$ cat src/rtl/serial_tx_queue.sv
// Byte FIFO feeding an 8N1 UART transmitter for the FPGA->AVR link.
// The AVR's rx-full flag (tx_block) is synchronised and only checked between frames.
module serial_tx_queue #(
  parameter int CLK_PER_BIT = 100,
  parameter int FIFO_DEPTH  = 4
) (
  input  logic       clk,
  input  logic       rst_n,
  input  logic [7:0] tx_data,
  input  logic       new_tx_data,
  output logic       tx_busy,
  input  logic       tx_block,
  output logic       tx,
  output logic       active,
  output logic       overflow
);
  localparam int PW = $clog2(FIFO_DEPTH);
  localparam int CW = $clog2(CLK_PER_BIT);

  typedef enum logic [1:0] {IDLE, START, DATA, STOP} state_t;

  state_t        state;
  logic [PW-1:0] wr_ptr;
  logic [PW-1:0] rd_ptr;
  logic [PW:0]   count;
  logic [7:0]    mem [FIFO_DEPTH];
  logic          blk_q1;
  logic          blk_s;
  logic [CW-1:0] bit_cnt;
  logic [2:0]    bit_idx;
  logic [7:0]    shift;
  logic          push;
  logic          pop;
  logic          bit_end;

  // Write handshake: new_tx_data is a one-cycle strobe, taken at the edge only
  // when tx_busy is low; a strobe while tx_busy is high is dropped and flagged
  // on overflow the following cycle. There is no other backpressure.
  assign tx_busy = (count == (PW+1)'(FIFO_DEPTH));
  assign push    = new_tx_data && !tx_busy;
  assign pop     = (state == IDLE) && (count != '0) && !blk_s;
  assign bit_end = (bit_cnt == CW'(CLK_PER_BIT - 1));

  always_ff @(posedge clk) begin
    if (push) mem[wr_ptr] <= tx_data;
  end

  always_ff @(posedge clk or negedge rst_n) begin
    if (!rst_n) begin
      wr_ptr   <= '0;
      rd_ptr   <= '0;
      count    <= '0;
      overflow <= 1'b0;
      blk_q1   <= 1'b0;
      blk_s    <= 1'b0;
    end else begin
      blk_q1   <= tx_block;
      blk_s    <= blk_q1;
      overflow <= new_tx_data && tx_busy;
      if (push) wr_ptr <= wr_ptr + PW'(1);
      if (pop)  rd_ptr <= rd_ptr + PW'(1);
      count <= count + (PW+1)'(push) - (PW+1)'(pop);
    end
  end

  // tx and active follow the state one cycle later, so both come straight from flops.
  always_ff @(posedge clk or negedge rst_n) begin
    if (!rst_n) begin
      state   <= IDLE;
      bit_cnt <= '0;
      bit_idx <= '0;
      shift   <= '0;
      tx      <= 1'b1;
      active  <= 1'b0;
    end else begin
      tx     <= (state == START) ? 1'b0 : (state == DATA) ? shift[0] : 1'b1;
      active <= (state != IDLE);
      case (state)
        IDLE: begin
          bit_cnt <= '0;
          bit_idx <= '0;
          if (pop) begin
            shift <= mem[rd_ptr];
            state <= START;
          end
        end
        START: begin
          if (bit_end) begin
            bit_cnt <= '0;
            state   <= DATA;
          end else begin
            bit_cnt <= bit_cnt + CW'(1);
          end
        end
        DATA: begin
          if (bit_end) begin
            bit_cnt <= '0;
            shift   <= {1'b0, shift[7:1]};
            if (bit_idx == 3'd7) state <= STOP;
            else bit_idx <= bit_idx + 3'd1;
          end else begin
            bit_cnt <= bit_cnt + CW'(1);
          end
        end
        STOP: begin
          if (bit_end) begin
            bit_cnt <= '0;
            state   <= IDLE;
          end else begin
            bit_cnt <= bit_cnt + CW'(1);
          end
        end
        default: state <= IDLE;
      endcase
    end
  end
endmodule

$ cat config.mk
export PLATFORM = sky130hd
export DESIGN_NAME = serial_tx_queue
export DESIGN_NICKNAME = d
export VERILOG_FILES = /design/src/rtl/serial_tx_queue.sv
export SDC_FILE = /design/constraint.sdc
export NUM_CORES = 1
export LEC_CHECK = 0
export CAP_MARGIN = 20
export CORE_AREA = 2 2 70 72
export CTS_CLUSTER_SIZE = 28
export DETAILED_ROUTE_END_ITERATION = 10
export DIE_AREA = 0 0 72 74
export PLACE_DENSITY = 0.82
export SYNTH_ARGS = -nofsm -noshare
export SYNTH_HDL_FRONTEND = slang
export SYNTH_SLANG_ARGS = --single-unit
$ cat constraint.sdc
create_clock -name clk -period 7.11 [get_ports clk]
set_input_delay 2.133 -clock clk [delete_from_list [all_inputs] [get_ports clk]]
set_output_delay 2.133 -clock clk [all_outputs]
set_load 0.03 [all_outputs]
======== Yosys cells after proc, flatten, opt, wreduce, memory -nomap -nowiden ========
Memory sizes are Yosys's and may differ from the RTL's.
Cells that the tools add are included.
cells by class
  add/sub/neg operators ................... 6
  equality and inequality tests ........... 12
  muxes and demuxes ....................... 18
  reduce and logical (&&, ||, !) cells .... 14
operators with widths
  cell                                          number
  two-way mux 8 bit                             2
  case mux 8 bit (2 select lines)               1
  case mux 7 bit (2 select lines)               1
  two-way mux 2 bit                             5
  != test 2 bit (second input constant)         5
  case mux 2 bit (4 select lines)               1
  adder 7 x 1 -> 7 bit (second input constant)  1
  == test 7 bit (second input constant)         1
  two-way mux 7 bit                             1
  == test 3 bit (second input constant)         2
  two-way mux 3 bit                             2
  case mux 3 bit (2 select lines)               1
  AND reduction 3 bit                           2
  AND reduction 5 bit                           1
  adder 2 x 1 -> 2 bit (second input constant)  2
  == test 2 bit (second input constant)         2
  logical AND 1 bit                             4
  two-way mux 1 bit                             4
  nonzero test 2 bit                            2
  adder 3 x 1 -> 3 bit                          1
  adder 3 x 1 -> 3 bit (second input constant)  1
  nonzero test 3 bit                            1
  OR reduction 3 bit                            1
  subtractor 3 x 1 -> 3 bit                     1
  other kinds (4)                               5
storage, ports and cells
  register bits after elaboration ......... 32
  memory bits (writable) .................. 32
  logic and storage cells ................. 63
  memories ................................ 1
memory list
  memory  depth  width  rd ports  clocked after Yosys merged registers in  wr ports  RTL line  RTL
  mem     4      8      1         0                                        1         26        logic [7:0] mem [FIFO_DEPTH];

======== Longest topological paths before layout ========
Gate-level depths: netlist of run 1.
  word-level depth ........................ 5
  mapped depth ............................ 11

======== Worst setup path before layout of run 1 ========
OpenSTA, ideal clock, no wires.
  path kind ............................... in2reg
  start ................................... input port new_tx_data
  end ..................................... register count[2]
  library setup time ...................... 123 ps
  data arrival time ....................... 3619 ps
  data required time ...................... 6987 ps
  slack ................................... 3368 ps
  cell stages on the path ................. 9
  path buffers ............................ 0
  cells stage by stage .................... nor2b_1 -> inv_1 -> ha_1 -> inv_1 -> ha_1 -> inv_1 -> fa_1 -> xnor2_1 -> xnor2_1
on the way
  word-level cells in the longest chain between the ends .. 3
ends and longest elaborated chain
  element                    RTL line  RTL
  start, declared            10        input logic new_tx_data,
  logical AND 1 bit          40        assign push = new_tx_data && !tx_busy;
  adder 3 x 1 -> 3 bit       62        count <= count + (PW+1)'(push) - (PW+1)'(pop);
  subtractor 3 x 1 -> 3 bit  62
  end signal, assigned       62
  end, declared              25        logic [PW:0] count;
No other way between the ends.
A chain may end at the register's enable or synchronous reset.

======== Worst setup path after layout of run 1 ========
Same ends and word-level chain as after synthesis.

==> reports/qor.log, run 1 <==
[power_and_ir_drop] Flop pwr share 42.3%
[routing] overall via count from detail_route 1480
[floorplanning] Std-Cell Rows 25
[final_layout] commonest cells after routing, fill and taps aside edfxtp_1 (32), dfrtp_1 (31), clkdlybuf4s50_1 (15)
[routing] Remaining DRCs 0
[setup_path] maximum fanout count along the critical path 7
[setup_path] kind of end point of the critical path flop
[routing] routed wire length 4748 um
[floorplanning] width of the chip 72 um
[power_and_ir_drop] Peak VDD IR 0.2707 mV
[timing] Total Negative Setup Slacks 0 ns
[routing] WL per Instance 18.19 um
[clocking] clock insertion delay at the later pin of the skew report 0.34 ns
[floorplanning] die footprint 0.005328 mm^2
[routing] antenna viol nets, final 0
[clocking] total CTS buffers 9
[clocking] clock root cell clkbuf_8
[setup_path] crit path cell chain clkdlybuf4s50_1, nor2b_1, inv_1, ha_1, inv_1, ha_1, inv_1, fa_1, xnor2_1, xnor2_1
[setup_path] type of the setup path with the least slack input port to flop
[final_layout] count of fill cells added during filler insertion 296
[synthesis] Syn Inst Count 179
[placement] HPWL after detailed placement 3361 um
[grt] GRT overflow 0
[timing] final-report max-slew violation count 0
[power_and_ir_drop] Switching Fraction 31.68%
[clocking] buffers from clock root to sink, at most 2
[grt] first-pass GRT wire length 7907 um
[routing] vias per std cell 5.670
[floorplanning] chip height 74 um
[routing] DRC violation total after the first TritonRoute iteration 85
[clocking] number of instances resized during post-cts repair 0
[power_and_ir_drop] Power Internal 941.8 uW
[final_layout] post-synthesis to final-layout area growth 14.98%
[synthesis] Seq/Total Area, Yosys 62.82%
[clocking] post-CTS setup buffer count 0
[timing] number of endpoints with negative hold slack in the final report 0
[timing] Worst Slack Setup Final 3.015 ns
[min_path] min-delay worst type flop to flop
[power_and_ir_drop] leak pwr 0.001309 uW
[timing] setup repair after global routing missed its margin no
[setup_path] CP max stage delay 0.46 ns
[clocking] clock-pin slew on the worst setup and hold paths 0.07 ns
[synthesis] area of the mapped netlist 0.002806 mm^2
[setup_path] Required @ worst endpoint 7.36 ns
[timing] upper clock frequency limit 244.2 MHz
[power_and_ir_drop] switching component of the power 436.7 uW
[placement] Port Buf Inserts 15
[grt] GRT Overall Usage 21.04%
[setup_path] kind of cell with the highest combined delay on the critical path adder cells
[clocking] clock tree from TritonCTS done
[final_layout] number of nets in the layout 229
[setup_path] slowest library cell on the worst path clkdlybuf4s50_1
[floorplanning] number of top-level pins 16
[synthesis] Syn. warnings 0
[final_layout] leading cell type in the layout, fill and taps excluded edfxtp_1
[routing] First-pass DRT Iterations 4
[grt] number of global-route vias before repair 1652
[clocking] number of levels in the clock H-tree 3
[placement] post-placement setup slack 2.662 ns
[synthesis] synthesized netlist net count 206
[setup_path] Crit path top cell by count inv_1
[setup_path] Crit path buffers/inverters 4
[floorplanning] Initial Utilization 61.03%
[setup_path] worst endpoint data arrival time 4.35 ns
[status] result of the run completed
[synthesis] synthesized area per cell 15.68 um^2
[clocking] count of clock tree sinks 64
[power_and_ir_drop] relative contribution of the clock network to total power 23.5%
[power_and_ir_drop] share of power burned in combinational logic 34.1%
[timing] number of setup violations in the final report 0
[setup_path] critical path launch point type input port
[job] max-capacitance violation count 0
[timing] crit share post-route 57.59%
[clocking] hold bufs inserted after CTS 0
[timing] Hold Slack 0.3545 ns
[placement] global placement routability congestion 0.6816
[power_and_ir_drop] PwrDens 427.2 mW/mm^2
[floorplanning] core box area 0.004598 mm^2
[synthesis] flop and latch count out of synthesis 64
[final_layout] number of inserted diodes 0
[timing] Tightest Pin Transition 0.7702 ns
[grt] antenna violations before repair 0
[timing] crit path time final 4.095 ns
[timing] slew margin rel. 48.65%
[timing] Worst Clk Skew 0.01369 ns
[synthesis] number of distinct library cells after synthesis 34
[final_layout] share of final-layout standard cells stronger than drive strength 1 21.26%
[grt] maximum number of pins on one net before global-route repair 33
==> per-stage QoR <==
| step | area (um^2) | utilization, % | total power (uW) | cells |
|---|---|---|---|---|
| floorplan | 2806 | - | 933.9 | 179 |
| global placement | 3015 | 65.58 | 1012 | 245 |
| detailed placement | 3015 | 65.58 | 1066 | 245 |
| CTS | 3227 | 70.18 | 1393 | 261 |
| global route | 3227 | 70.18 | 1456 | 261 |
| finish | 3227 | 70.18 | 1378 | 261 |
==> registers in the layout (all words and copies together), names as in the netlist, 2 cells and up <==
signal / cells
shift: 8
rd_ptr: 2
count: 3
wr_ptr: 2
state: 2
mem: 32
bit_cnt: 7
bit_idx: 3
==> worst reg2reg max path, stage by stage (launching register included) <==
cell	delay, ns
dfrtp_1	0.40
inv_1	0.15
ha_1	0.27
inv_2	0.09
nor3_1	0.43
ha_1	0.32
inv_1	0.06
ha_1	0.14
inv_1	0.05
fa_1	0.38
xnor2_1	0.20
xnor2_1	0.14
==> logic make-up (layout without fill, tap and decap cells) <==
kind of cell	after synthesis	count (layout)	share of synthesized area, %
AO/OA/AOI/OAI	10	10	3.165
XOR/XNOR	11	11	3.433
adder cells (fa/ha/maj)	15	15	6.955
buffers and inverters	15	43	2.051
flip-flops	64	64	62.82
multiplexers	25	25	14.09
AND/OR/NAND/NOR	39	39	7.490
==> cells in the mapped netlist, drive strengths merged <==
master  instances  share of area (%)
edfxtp         32                 34
ha             14                6.2
mux2           15                7.0
mux4            8                6.4
nor3            3               0.94
xnor2           7                2.2
nor2           11                1.5
nand2           8                1.3
a32oi           1               0.31
and2            5                1.1
xor2            4                1.2
o211ai          2               0.53
a21oi           1               0.18
a22o            1               0.31
fa              1               0.71
mux2i           2               0.71
o22ai           2                1.2
o21ai           3               0.67
or4b            1               0.49
nor2b           2               0.45
dfrtp          31                 28
clkbuf          3               0.40
dfstp           1               0.94
inv            11                1.5
and3            2               0.45
nand3           7                1.2
buf             1               0.18
==> final cells by class <==
cell class	instances	area [um^2]	share of cell area, %
clock buffers	14	173.9	5.390
well taps	54	67.56	2.094
clock inverters	2	37.54	1.163
flip-flops and latches	64	1763	54.63
repair buffers	16	157.7	4.886
inverters	11	41.29	1.280
multi-input cells	100	985.9	30.55
==> power groups by stage <==
stage / sequential (uW) / clock (uW) / combinational (uW)
floorplan: 562 / 0 / 372
global placement: 581 / 0 / 431
detailed placement: 592 / 0 / 475
CTS: 587 / 330 / 477
global route: 598 / 346 / 512
finish: 584 / 324 / 470
==> path summary, 6_finish.rpt <==
check | slack [ns] | from | cells past startpoint | endpoint
worst max-delay path | 3.02 | new_tx_data | 10 | count[2]
worst min-delay path | 0.35 | blk_q1 | 0 | blk_s
worst max register to register | 4.40 | state[0] | 11 | count[2]
worst min register to register | 0.35 | blk_q1 | 0 | blk_s
max in group asynchronous | 4.59 | rst_n | 2 | tx
min in group asynchronous | 2.19 | rst_n | 2 | wr_ptr[1]
==> layer usage <==
layer | vias to the layer above | share of wire (%) | global-route usage, % | wire [um]
met3 | 7 | 3.9 | 7.588 | 187
li1 | 688 | - | - | -
met5 | - | 0 | 0 | 0
met2 | 40 | 53 | 36.01 | 2514
met1 | 745 | 41 | 24.32 | 1958
met4 | 0 | 1.8 | 8.805 | 87
(Power assumes the default switching activity.)
==> run 2: changes to the inputs <==
Settings changed: CORE_AREA 2 2 70 72 to 2 2 73 75, DIE_AREA 0 0 72 74 to 0 0 75 77, PLACE_DENSITY 0.82 to 0.76.
Clock period 7.11 ns to 4.16 ns, I/O delays scaled along.
==> reports/qor.log, run 2 (synthesized netlist as in run 1, its figures left out) <==
[clocking] post-CTS setup buffer count 0
[routing] vias per std cell 5.155
[floorplanning] Initial Utilization 56.39%
[timing] Worst Slack Setup Final 1.020 ns
[final_layout] post-synthesis to final-layout area growth 14.94%
[routing] DRC violation total after the first TritonRoute iteration 70
[setup_path] Worst R2R End count[2]
[power_and_ir_drop] PwrDens 707.5 mW/mm^2
[floorplanning] core box area 0.004977 mm^2
[clocking] total CTS buffers 9
[min_path] cell depth of the worst min-delay path 0
[routing] WL per Instance 16.18 um
[timing] final-report max-slew violation count 0
[routing] Remaining DRCs 0
[grt] number of global-route vias before repair 1542
[min_path] min-delay worst type flop to flop
[setup_path] type of the setup path with the least slack input port to flop
[floorplanning] die footprint 0.005775 mm^2
[routing] First-pass DRT Iterations 4
[clocking] clock-pin slew on the worst setup and hold paths 0.06 ns
[timing] Worst Clk Skew 0.005772 ns
[clocking] number of instances resized during post-cts repair 0
[placement] global placement routability congestion 0.7174
[setup_path] start of the worst register-to-register path state[0]
[final_layout] number of inserted diodes 0
[timing] Total Negative Setup Slacks 0 ns
[setup_path] maximum fanout count along the critical path 7
[clocking] hold bufs inserted after CTS 0
[routing] Met3 Routed Length 127 um
[clocking] number of levels in the clock H-tree 3
[power_and_ir_drop] leak pwr 0.001307 uW
[status] result of the run completed
[floorplanning] Std-Cell Rows 26
[clocking] clock tree from TritonCTS done
[final_layout] leading cell type in the layout, fill and taps excluded edfxtp_1
[clocking] buffers from clock root to sink, at most 2
[placement] HPWL after detailed placement 3109 um
[routing] overall via count from detail_route 1428
[setup_path] count of cells along the worst register-to-register path 11
[grt] maximum number of pins on one net before global-route repair 33
[clocking] clock root cell clkbuf_8
[final_layout] share of final-layout standard cells stronger than drive strength 1 21.74%
[floorplanning] width of the chip 75 um
[final_layout] count of fill cells added during filler insertion 348
[timing] setup repair after global routing missed its margin no
[grt] antenna violations before repair 0
[placement] Port Buf Inserts 15
[timing] crit share post-route 75.49%
[setup_path] kind of end point of the critical path flop
[setup_path] r2r setup slk 1.51 ns
[final_layout] commonest cells after routing, fill and taps aside edfxtp_1 (32), dfrtp_1 (31), clkdlybuf4s50_1 (15)
[job] max-capacitance violation count 0
[final_layout] number of nets in the layout 229
[routing] routed wire length 4481 um
[grt] GRT overflow 0
[final_layout] area occupied by multi-input gates 985.9 um^2
[min_path] hold path startpoint blk_q1
[setup_path] worst endpoint data arrival time 3.39 ns
[power_and_ir_drop] Peak VDD IR 0.3586 mV
[routing] antenna viol nets, final 0
[routing] metal2 WL 2326 um
[timing] crit path time final 3.140 ns
[routing] uppermost layer routed met4
[timing] Tightest Pin Transition 0.8163 ns
[setup_path] critical path launch point type input port
[final_layout] number of flip-flops under the largest register name 32
[grt] first-pass GRT wire length 7583 um
[min_path] worst hold endpoint blk_s
[final_layout] non-filler instance count after layout 277
[routing] total routed wire length on the met1 layer 1971 um
[timing] number of setup violations in the final report 0
[final_layout] register containing the most flip-flops in the final layout mem
[setup_path] Required @ worst endpoint 4.41 ns
[clocking] count of clock tree sinks 64
[clocking] clock insertion delay at the later pin of the skew report 0.33 ns
[floorplanning] number of top-level pins 16
[timing] number of endpoints with negative hold slack in the final report 0
[final_layout] biggest regs mem (32), shift (8), bit_cnt (7)
[final_layout] Reg area 0.001763 mm^2
[floorplanning] chip height 77 um
[placement] instance count after placement with tap cells included 261
[placement] post-placement setup slack 0.6452 ns
[timing] slew margin rel. 45.58%
[grt] GRT Overall Usage 18.16%
[timing] upper clock frequency limit 318.5 MHz
run 2: area by class of cell:
| type | count | share of cell area [%] |
|---|---|---|
| Clock buffer | 12 | 4.500 |
| Clock inverter | 4 | 1.396 |
| Inverter | 11 | 1.280 |
| Multi-Input combinational cell | 100 | 30.57 |
| Sequential cell | 64 | 54.65 |
| Tap cell | 70 | 2.715 |
| Timing Repair Buffer | 16 | 4.888 |
run 2: worst max-delay path, stage by stage:
cell and delay [ns]:
clkdlybuf4s50_1 0.46, nor2b_1 0.36, inv_1 0.09, ha_1 0.29, inv_1 0.06, ha_1 0.13
inv_1 0.05, fa_1 0.37, xnor2_1 0.19, xnor2_1 0.14
run 2: how the worst max path moves through the flow:
stage / from / depth (start not counted) / to
2_1_floorplan: new_tx_data / 9 / count[2]
3_3_place_gp: new_tx_data / 10 / count[2]
3_5_place_dp: new_tx_data / 10 / count[2]
4_1_cts: new_tx_data / 10 / count[2]
5_1_grt: new_tx_data / 10 / count[2]
6_report: new_tx_data / 10 / count[2]
run 2: metrics by stage:
step                total power, uW  hold WS, ns  cell area (um^2)  utilization, %
floorplan                      1596       0.3312              2806               -
global placement               1732       0.3381              3035           60.99
detailed placement             1793       0.3363              3035           60.99
CTS                            2307       0.3514              3226           64.81
global route                   2435       0.3703              3226           64.81
finish                         2282       0.3501              3226           64.81
run 2: where the power goes:
part	leakage [uW]	switching [uW]	internal (uW)
logic	0.000520	358	413
registers	0.000686	139	862
clock network	0.000100	220	290
run 2: layer usage:
metal | up-vias | GRT usage [%]
met2 | 22 | 27.46
li1 | 692 | -
met4 | 0 | 7.500
met3 | 6 | 4.336
met1 | 708 | 25.21
met5 | - | 0
